--- config.mk ---
export PLATFORM = sky130hd
export DESIGN_NAME = scan_avg_ctrl
export DESIGN_NICKNAME = d
export VERILOG_FILES = /design/src/rtl/scan_pkg.sv /design/src/rtl/scan_out_reg.sv /design/src/rtl/scan_avg_ctrl.sv
export SDC_FILE = /design/constraint.sdc
export NUM_CORES = 1
export LEC_CHECK = 0
export CORE_UTILIZATION = 48
export DETAILED_ROUTE_END_ITERATION = 6
export PLACE_DENSITY = 0.79
export RECOVER_POWER = 100
export SYNTH_ARGS = -nofsm -noshare
export SYNTH_HDL_FRONTEND = slang
export SYNTH_SLANG_ARGS = --single-unit
--- constraint.sdc ---
create_clock -name clk -period 2.4 [get_ports clk]
set_input_delay 0.72 -clock clk [delete_from_list [all_inputs] [get_ports clk]]
set_output_delay 0.72 -clock clk [all_outputs]
set_load 0.005 [all_outputs]
--- src/rtl/scan_pkg.sv ---
// Shared types and default widths for the channel scan sequencer.
package scan_pkg;

   localparam int unsigned DEF_NB_DATA   = 12;
   localparam int unsigned DEF_NB_CH     = 4;
   localparam int unsigned DEF_NB_SETTLE = 8;

   typedef enum logic [2:0] {
      ST_IDLE     = 3'd0,
      ST_SELECT   = 3'd1,
      ST_SETTLE   = 3'd2,
      ST_START    = 3'd3,
      ST_WAIT_AVG = 3'd4,
      ST_OUTPUT   = 3'd5,
      ST_NEXT     = 3'd6,
      ST_DONE     = 3'd7
   } state_t;

endpackage

--- src/rtl/scan_out_reg.sv ---
// Result holding register: keeps data/channel/error stable while valid waits for ready.
module scan_out_reg
   import scan_pkg::*;
#(
   parameter int unsigned NB_DATA = DEF_NB_DATA,
   parameter int unsigned NB_CH   = DEF_NB_CH
) (
   input  logic               clk,
   input  logic               rst,
   input  logic               load,
   input  logic [NB_DATA-1:0] load_data,
   input  logic [NB_CH-1:0]   load_ch,
   input  logic               load_err,
   input  logic               ready,
   output logic [NB_DATA-1:0] data,
   output logic [NB_CH-1:0]   ch,
   output logic               valid,
   output logic               err
);

   // Capture a new result on load; drop valid and the error flag on transfer.
   always_ff @(posedge clk) begin
      if (rst) begin
         data  <= '0;
         ch    <= '0;
         valid <= 1'b0;
         err   <= 1'b0;
      end else if (load) begin
         data  <= load_data;
         ch    <= load_ch;
         valid <= 1'b1;
         err   <= load_err;
      end else if (valid && ready) begin
         valid <= 1'b0;
         err   <= 1'b0;
      end
   end

endmodule

--- src/rtl/scan_avg_ctrl.sv ---
// Channel scan sequencer: mux select, settle wait, averaging launch, result handshake.
// Optional averaging watchdog enabled by defining SCAN_AVG_TIMEOUT_EN.
module scan_avg_ctrl
   import scan_pkg::*;
#(
   parameter int unsigned NB_DATA     = DEF_NB_DATA,
   parameter int unsigned NB_CH       = DEF_NB_CH,
   parameter int unsigned NB_SETTLE   = DEF_NB_SETTLE,
   parameter int unsigned TIMEOUT_CYC = 4096
) (
   input  logic                 clk,
   input  logic                 rst,
   input  logic                 i_start,
   input  logic                 i_stop,
   input  logic [NB_CH-1:0]     i_ch_first,
   input  logic [NB_CH-1:0]     i_ch_last,
   input  logic [2:0]           i_nSamples,
   input  logic [NB_SETTLE-1:0] i_settle,
   output logic [NB_CH-1:0]     o_mux_sel,
   output logic                 o_avg_start,
   output logic [2:0]           o_avg_nSamples,
   input  logic                 i_avg_done,
   input  logic [NB_DATA-1:0]   i_avg_result,
   output logic [NB_DATA-1:0]   o_data,
   output logic [NB_CH-1:0]     o_ch,
   output logic                 o_valid,
   input  logic                 i_ready,
   output logic                 o_err,
   output logic                 o_busy,
   output logic                 o_scan_done
);

   state_t                 state, state_next;
   logic [NB_CH-1:0]       ch;
   logic [NB_CH-1:0]       last_q;
   logic [NB_SETTLE-1:0]   settle_q;
   logic [NB_SETTLE-1:0]   settle_cnt;
   logic                   stop_q;
   logic                   stop_any_c;
   logic                   load_c;
   logic [NB_DATA-1:0]     load_data_c;
   logic                   load_err_c;

   assign stop_any_c = stop_q | i_stop;

`ifdef SCAN_AVG_TIMEOUT_EN
   localparam int unsigned NB_WD = $clog2(TIMEOUT_CYC + 1);
   logic [NB_WD-1:0] wd_cnt;
   logic             timeout_c;

   // Watchdog: counts from 1 in the first WAIT_AVG cycle, so a timeout lands TIMEOUT_CYC cycles after the start pulse.
   always_ff @(posedge clk) begin
      if (rst)
         wd_cnt <= '0;
      else if (state == ST_START)
         wd_cnt <= NB_WD'(1);
      else if (state == ST_WAIT_AVG)
         wd_cnt <= wd_cnt + NB_WD'(1);
   end

   assign timeout_c = (wd_cnt == NB_WD'(TIMEOUT_CYC - 1));
`endif

   // State register.
   always_ff @(posedge clk) begin
      if (rst) state <= ST_IDLE;
      else     state <= state_next;
   end

   // Next-state logic and result capture request.
   always_comb begin
      state_next  = state;
      load_c      = 1'b0;
      load_data_c = '0;
      load_err_c  = 1'b0;
      case (state)
         ST_IDLE:     if (i_start) state_next = ST_SELECT;
         ST_SELECT:   state_next = ST_SETTLE;
         ST_SETTLE:   if (settle_cnt == '0) state_next = ST_START;
         ST_START:    state_next = ST_WAIT_AVG;
         ST_WAIT_AVG: begin
            if (i_avg_done) begin
               load_c      = 1'b1;
               load_data_c = i_avg_result;
               state_next  = ST_OUTPUT;
            end
`ifdef SCAN_AVG_TIMEOUT_EN
            else if (timeout_c) begin
               load_c     = 1'b1;
               load_err_c = 1'b1;
               state_next = ST_OUTPUT;
            end
`endif
         end
         ST_OUTPUT:   if (i_ready) state_next = (stop_any_c || ch == last_q) ? ST_DONE : ST_NEXT;
         ST_NEXT:     state_next = stop_any_c ? ST_DONE : ST_SELECT;
         ST_DONE:     state_next = ST_IDLE;
         default:     state_next = ST_IDLE;
      endcase
   end

   // Scan configuration latches, channel/settle counters and registered strobes.
   always_ff @(posedge clk) begin
      if (rst) begin
         ch             <= '0;
         last_q         <= '0;
         settle_q       <= '0;
         settle_cnt     <= '0;
         stop_q         <= 1'b0;
         o_mux_sel      <= '0;
         o_avg_nSamples <= '0;
         o_avg_start    <= 1'b0;
         o_busy         <= 1'b0;
         o_scan_done    <= 1'b0;
      end else begin
         o_avg_start <= (state_next == ST_START);
         o_busy      <= (state_next != ST_IDLE);
         o_scan_done <= (state_next == ST_DONE);
         // A stop arriving together with start limits the scan to its first channel.
         stop_q      <= (state == ST_IDLE) ? (i_start & i_stop) : (stop_q | i_stop);
         case (state)
            ST_IDLE: begin
               if (i_start) begin
                  ch             <= i_ch_first;
                  last_q         <= (i_ch_last < i_ch_first) ? i_ch_first : i_ch_last;
                  settle_q       <= i_settle;
                  o_avg_nSamples <= i_nSamples;
               end
            end
            ST_SELECT: begin
               o_mux_sel  <= ch;
               settle_cnt <= settle_q;
            end
            ST_SETTLE: if (settle_cnt != '0) settle_cnt <= settle_cnt - NB_SETTLE'(1);
            ST_NEXT:   ch <= ch + NB_CH'(1);
            default: ;
         endcase
      end
   end

   scan_out_reg #(
      .NB_DATA (NB_DATA),
      .NB_CH   (NB_CH)
   ) u_out (
      .clk       (clk),
      .rst       (rst),
      .load      (load_c),
      .load_data (load_data_c),
      .load_ch   (ch),
      .load_err  (load_err_c),
      .ready     (i_ready),
      .data      (o_data),
      .ch        (o_ch),
      .valid     (o_valid),
      .err       (o_err)
   );

endmodule

# [Yosys cells after proc, flatten, opt, wreduce, memory -nomap -nowiden]
# Cells that the tools add are included.
[classes] div=0 mul=0 n_reduce_logical=12 shift=0 add_sub_neg=2 bitwise=2 magnitude_cmp=1 muxes=19 eq_ne=12
[ops] cell="12-bit two-way mux" n=2
[ops] cell="3-bit one-hot mux with 8 select lines" n=1
[ops] cell="8-bit one-hot mux with 2 select lines" n=1
[ops] cell="3-bit == test, second input constant" n=5
[ops] cell="3-bit two-way mux" n=5
[ops] cell="3-bit by 2-bit == test with 1-bit output, second input constant" n=3
[ops] cell="8-bit logical NOT" n=1
[ops] cell="4-bit two-way mux" n=2
[ops] cell="8-bit two-way mux" n=1
[ops] cell="4-bit one-hot mux with 2 select lines" n=1
[ops] cell="8-bit nonzero test" n=1
[ops] cell="8-bit by 1-bit subtractor with 8-bit output, second input constant" n=1
[ops] cell="1-bit two-way mux" n=6
[ops] cell="2-bit AND reduction" n=3
[ops] cell="2-bit nonzero test" n=3
[ops] cell="4-bit by 1-bit adder with 4-bit output, second input constant" n=1
[ops] cell="4-bit == test" n=1
[ops] cell="4-bit < comparator" n=1
[ops] cell="2-bit != test, second input constant" n=2
[ops] cell="3-bit by 1-bit == test with 1-bit output, second input constant" n=1
[ops] cell="3-bit logical NOT" n=1
[ops] cell="3-bit nonzero test" n=1
[ops] cell="1-bit AND" n=1
[ops] cell="1-bit logical AND" n=1
[ops] cell="2 further kinds" n=2
[totals] elab_cells=62 latch_bits=0 mem_count=0 romBits=0 ff_bits=55 ramBits=0 output_inout_bits=28 inputBits=37

# [Depth between registers and ports, before layout]
# Gate-level depths: netlist (run 1).
[logic_depth] ltp_word=6 mapped_depth=7 mapped_depth_nobuf=6

# [Modules after synthesis]
# A second synthesis (run 1) with hierarchy kept.
[unflattened] cells_unflattened=316 hier_area_um2=2656.3
[modules_own_cells] module="scan_avg_ctrl" cells_per_inst=255 area_per_inst_um2=2001.9 seq_area_each_um2=760.7 instances=1
[modules_own_cells] module="scan_out_reg" cells_per_inst=61 area_per_inst_um2=654.4 seq_area_each_um2=360.3 instances=1

# [Worst setup path after synthesis (run 1)]
# Ideal clock, no wire load.
[synth_path] kind="register to register" from="register settle_cnt[0]" to="register settle_cnt[1]" n_path_buf=1 required_ns=2.268 arrival_time_ns=1.783 path_stages_with_launch=8 setup_slack_ns=0.484 period_less_slack_ns=1.916 setup_ns=0.132 cell_sequence="dfxtp_1 > inv_1 > ha_1 > or4b_2 > o21ai_0 > buf_2 > a221o_1 > a21oi_1"
[synth_via] elab_chain_len=3 elab_cells_between_ends=6 classes_between="add/sub (1); eq/ne (1); mux (2); reduce/logical (2)"
[synth_lines] item="start, declared" line="scan_avg_ctrl.sv:37" rtl="logic [NB_SETTLE-1:0] settle_cnt;"
[synth_lines] item="start signal, assigned" line="scan_avg_ctrl.sv:132" rtl="settle_cnt <= settle_q;"
[synth_lines] item="start signal, assigned" line="scan_avg_ctrl.sv:134" rtl="ST_SETTLE: if (settle_cnt != '0) settle_cnt <= settle_cnt - NB_SETTLE'(1);"
[synth_lines] item="8-bit by 1-bit subtractor with 8-bit output or 8-bit nonzero test (tied branches)" line="scan_avg_ctrl.sv:134"
[synth_lines] item="8-bit two-way mux or 2-bit != test (tied branches)"
[synth_lines] item="8-bit one-hot mux with 2 select lines or 2-bit AND reduction (tied branches)"
# Several ways; a longest one is shown, not always the timed one. The select of a mux whose other input is x is not followed.
# A chain may end at the register's enable or synchronous reset.

# [Final worst setup path (run 1)]
[layout_path] from="input i_ch_first[1]" to="register last_q[1]"
[layout_via] elab_chain_len=2
[layout_lines] item="start, declared" line="scan_avg_ctrl.sv:15" rtl="input logic [NB_CH-1:0] i_ch_first,"
[layout_lines] item="4-bit < comparator" line="scan_avg_ctrl.sv:125" rtl="last_q <= (i_ch_last < i_ch_first) ? i_ch_first : i_ch_last;"
[layout_lines] item="4-bit two-way mux *" line="scan_avg_ctrl.sv:125"
[layout_lines] item="end signal, assigned" line="scan_avg_ctrl.sv:125"
[layout_lines] item="end, declared" line="scan_avg_ctrl.sv:35" rtl="logic [NB_CH-1:0] last_q;"
# Mark *: on every way between the ends. The rest lies on a longest branch, timed or not.

==> results.json, run 1 <==
{
  "ant_nets": 0,
  "ys_types": 44,
  "synthSimpleGateAreaFrac_pct": 24.2,
  "post_cts_buffers": 0,
  "clk_transition_reported_paths_ns": 0.09,
  "synthMuxAreaShare_pct": 0.400,
  "synth-xor-area-share_pct": 1.75,
  "finalSetupTns_ns": 0,
  "drt_wl_total_microns": 5540,
  "nFillCells": 459,
  "r2r_cells": 7,
  "grt_pass1_wl_microns": 9250,
  "first_pass_iters": 4,
  "nets": 419,
  "fp.dieW_microns": 74.2,
  "fin_hold_ws_ns": 0.452,
  "worstHoldStart": "u_out.data[10]",
  "synth_edf_count": 0,
  "synth-main-ff-cell": "dfxtp_1",
  "core-area_sq_mm": 0.00488,
  "power_density_mw_per_mm2": 772,
  "antenna_found_initial": 0,
  "seq_area_frac_synth_pct": 44.0,
  "worstPathMaxFanout": 4,
  "critPathLaunchType": "input port",
  "yosysTopAreaCell": "dfxtp_1",
  "finalMaxSlewViolations": 0,
  "fmax_mhz": 457,
  "setup_viol": 0,
  "r2r_start": "settle_cnt[0]",
  "p_leak_nw": 1.29,
  "hold_viol": 0,
  "grt_use_met2_pct": 35.9,
  "netlist_area_sq_mm": 0.00250,
  "ir_worst_vdd_v": 0.000404,
  "cts.path.max_buffers": 2,
  "drt_drc_violations_left": 0,
  "cts_tree": "built",
  "cap_violations": 0,
  "worstPathArrival_ns": 2.37,
  "yosysWarnings": 0,
  "initial_core_util_pct": 51.2,
  "reg2reg_to": "settle_cnt[3]",
  "tightest_slew_ns": 0.546,
  "grt_busiest_layer": "met2",
  "rrSetupSlack_ns": 0.21,
  "min_path_type": "reg -> reg",
  "cts_root_buf": "clkbuf_8",
  "grt_max_degree": 26,
  "gr-usage-met1_pct": 27.7,
  "clk_latency_ns": 0.31,
  "wl_per_cell_microns": 12.5,
  "dp_slack_ns": -0.0414,
  "synth_top_cells_by_count": "72 x nand2_1, 55 x dfxtp_1, 50 x a21oi_1, 20 x clkbuf_1, 17 x nor2_1",
  "post-route-period-util_pct": 91.2,
  "synthAdderAreaFrac_pct": 2.50,
  "diodes": 0,
  "hold_buffers": 0,
  "grt_overflow": 0,
  "rsz0062_at_grt": "no",
  "fin_crit_ns": 2.19,
  "synth_compound_area_share_pct": 22.1,
  "area_growth_pct": 31.7,
  "crit_type": "in -> reg",
  "synth_area_leaders": "dfxtp_1 44%, nand2_1 11%, a21oi_1 10%",
  "critPathLaunch": "i_ch_first[1]",
  "clock_skew_ns": 0.00872,
  "max_slew_margin_pct": 63.5,
  "worst_slack_ns": 0.211,
  "end_kind": "flip-flop",
  "use_met3_pct": 4.88,
  "grt_pass1_vias": 2117,
  "num_rows": 25,
  "syn_area_per_cell_sq_um": 7.86,
  "track_usage_pct": 21.8,
  "whs_path_depth": 2,
  "syn-num-nets": 360,
  "numCtsBuffers": 5,
  "ys_ff_latch": 55,
  "yosysMostFrequentCell": "nand2_1",
  "viasPerCell": 5.34,
  "ctsResizeCount": 0,
  "io_pins": 65,
  "vias": 2375,
  "dp_hpwl_microns": 4060,
  "async_reset_ff_share_pct": 0,
  "yosysTopAreaCellShare_pct": 44.0,
  "syn_inst": 318,
  "die_h_microns": 74.2,
  "dr.first_iter.drc_count": 127,
  "hold_path_end": "u_out.data[10]",
  "synth_top_family_by_area": "simple AND/OR/NAND/NOR gates",
  "die_area_sq_mm": 0.00550,
  "drive_gt1_share_pct": 5.82,
  "portBuffers": 63,
  "place.gp.congestion": 0.790,
  "critPathRequiredTime_ns": 2.58,
  "htree_levels": 2,
  "cts.sinks": 55,
  "status": "finished, final reports clean"
}
stage by stage:
| stage | power, W | std cells | utilization (%) | area [sq um] |
|---|---|---|---|---|
| after floorplan | 0.00175 | 318 | - | 2500 |
| after global placement | 0.00208 | 437 | 65.9 | 3220 |
| after detailed placement | 0.00210 | 437 | 65.9 | 3220 |
| after CTS | 0.00259 | 445 | 67.7 | 3300 |
| after global routing | 0.00273 | 445 | 67.5 | 3290 |
| final | 0.00254 | 445 | 67.5 | 3290 |
where the power goes:
part           total, W  internal (W)  switching [W]
Sequential      0.00114       0.00104       0.000102
Combinational  0.000904      0.000405       0.000499
Clock          0.000494      0.000200       0.000294
final cells by class:
class	count	area, sq um	share of cell area (%)
clock inverter	3	15.0	0.456
inverter	9	33.8	1.03
clock buffer	5	68.8	2.09
tap	67	83.8	2.55
multi-input combinational	232	1290	39.2
sequential	55	1100	33.4
timing repair buffer	74	698	21.2
cells in the final DEF, fill, tap and decap left out, types with 4 or more instances in the layout:
master            n
nor2_1           17
nor3_1            5
dfxtp_1          55
nand3_1           4
clkdlybuf4s50_1  31
o21ai_0           8
a21oi_1          50
inv_1             9
ha_1              5
nand2b_1         10
clkbuf_8          5
a211oi_1          6
nand2_1          72
dlygate4sd3_1    31
buf_4             8
a21o_1            4
critical path: stages:
cell           delay, ns
dlygate4sd3_1       0.58
inv_1               0.07
ha_1                0.29
a21o_1              0.20
a2111oi_0           0.42
a211oi_1            0.09
worst max path at each step:
stage,cells past startpoint,endpoint
floorplan,7,settle_cnt[1]
global placement,6,last_q[1]
detailed placement,6,last_q[1]
CTS,7,settle_cnt[3]
global route,7,settle_cnt[4]
finish,6,last_q[1]
state kept, by name, summed over array words and instances (netlist names):
| signal | count |
|---|---|
| last_q | 4 |
| o_mux_sel | 4 |
| o_avg_start | 1 |
| state | 3 |
| o_avg_nSamples | 3 |
| settle_q | 8 |
| u_out.valid | 1 |
| stop_q | 1 |
| u_out.data | 12 |
| settle_cnt | 8 |
| ch | 4 |
| o_scan_done | 1 |
| u_out.ch | 4 |
| o_busy | 1 |
kinds of logic after synthesis:
family	after synthesis
AND/OR/NAND/NOR	129
AO/OA/AOI/OAI	91
flip-flops	55
buffers and inverters	31
adder cells (fa/ha/maj)	5
XOR/XNOR	5
other	1
multiplexers	1
layer usage:
metal  vias to the layer above  share of wire (%)
li1                       1221                  -
met1                      1073                 46
met2                        73                 46
met3                         8                6.4
met4                         0                2.0
met5                         -                  0
No activity file was read; power rests on OpenSTA's default activity.
==> inputs of run 2 (changes only) <==
--- a/config.mk
+++ b/config.mk
@@ -9,6 +9,7 @@
 export DETAILED_ROUTE_END_ITERATION = 6
 export PLACE_DENSITY = 0.79
 export RECOVER_POWER = 100
+export SKIP_LAST_GASP = 1
 export SYNTH_ARGS = -nofsm -noshare
 export SYNTH_HDL_FRONTEND = slang
 export SYNTH_SLANG_ARGS = --single-unit
==> results of run 2 <==
The final DEF is identical to that of run 1; final timing and power are the same.
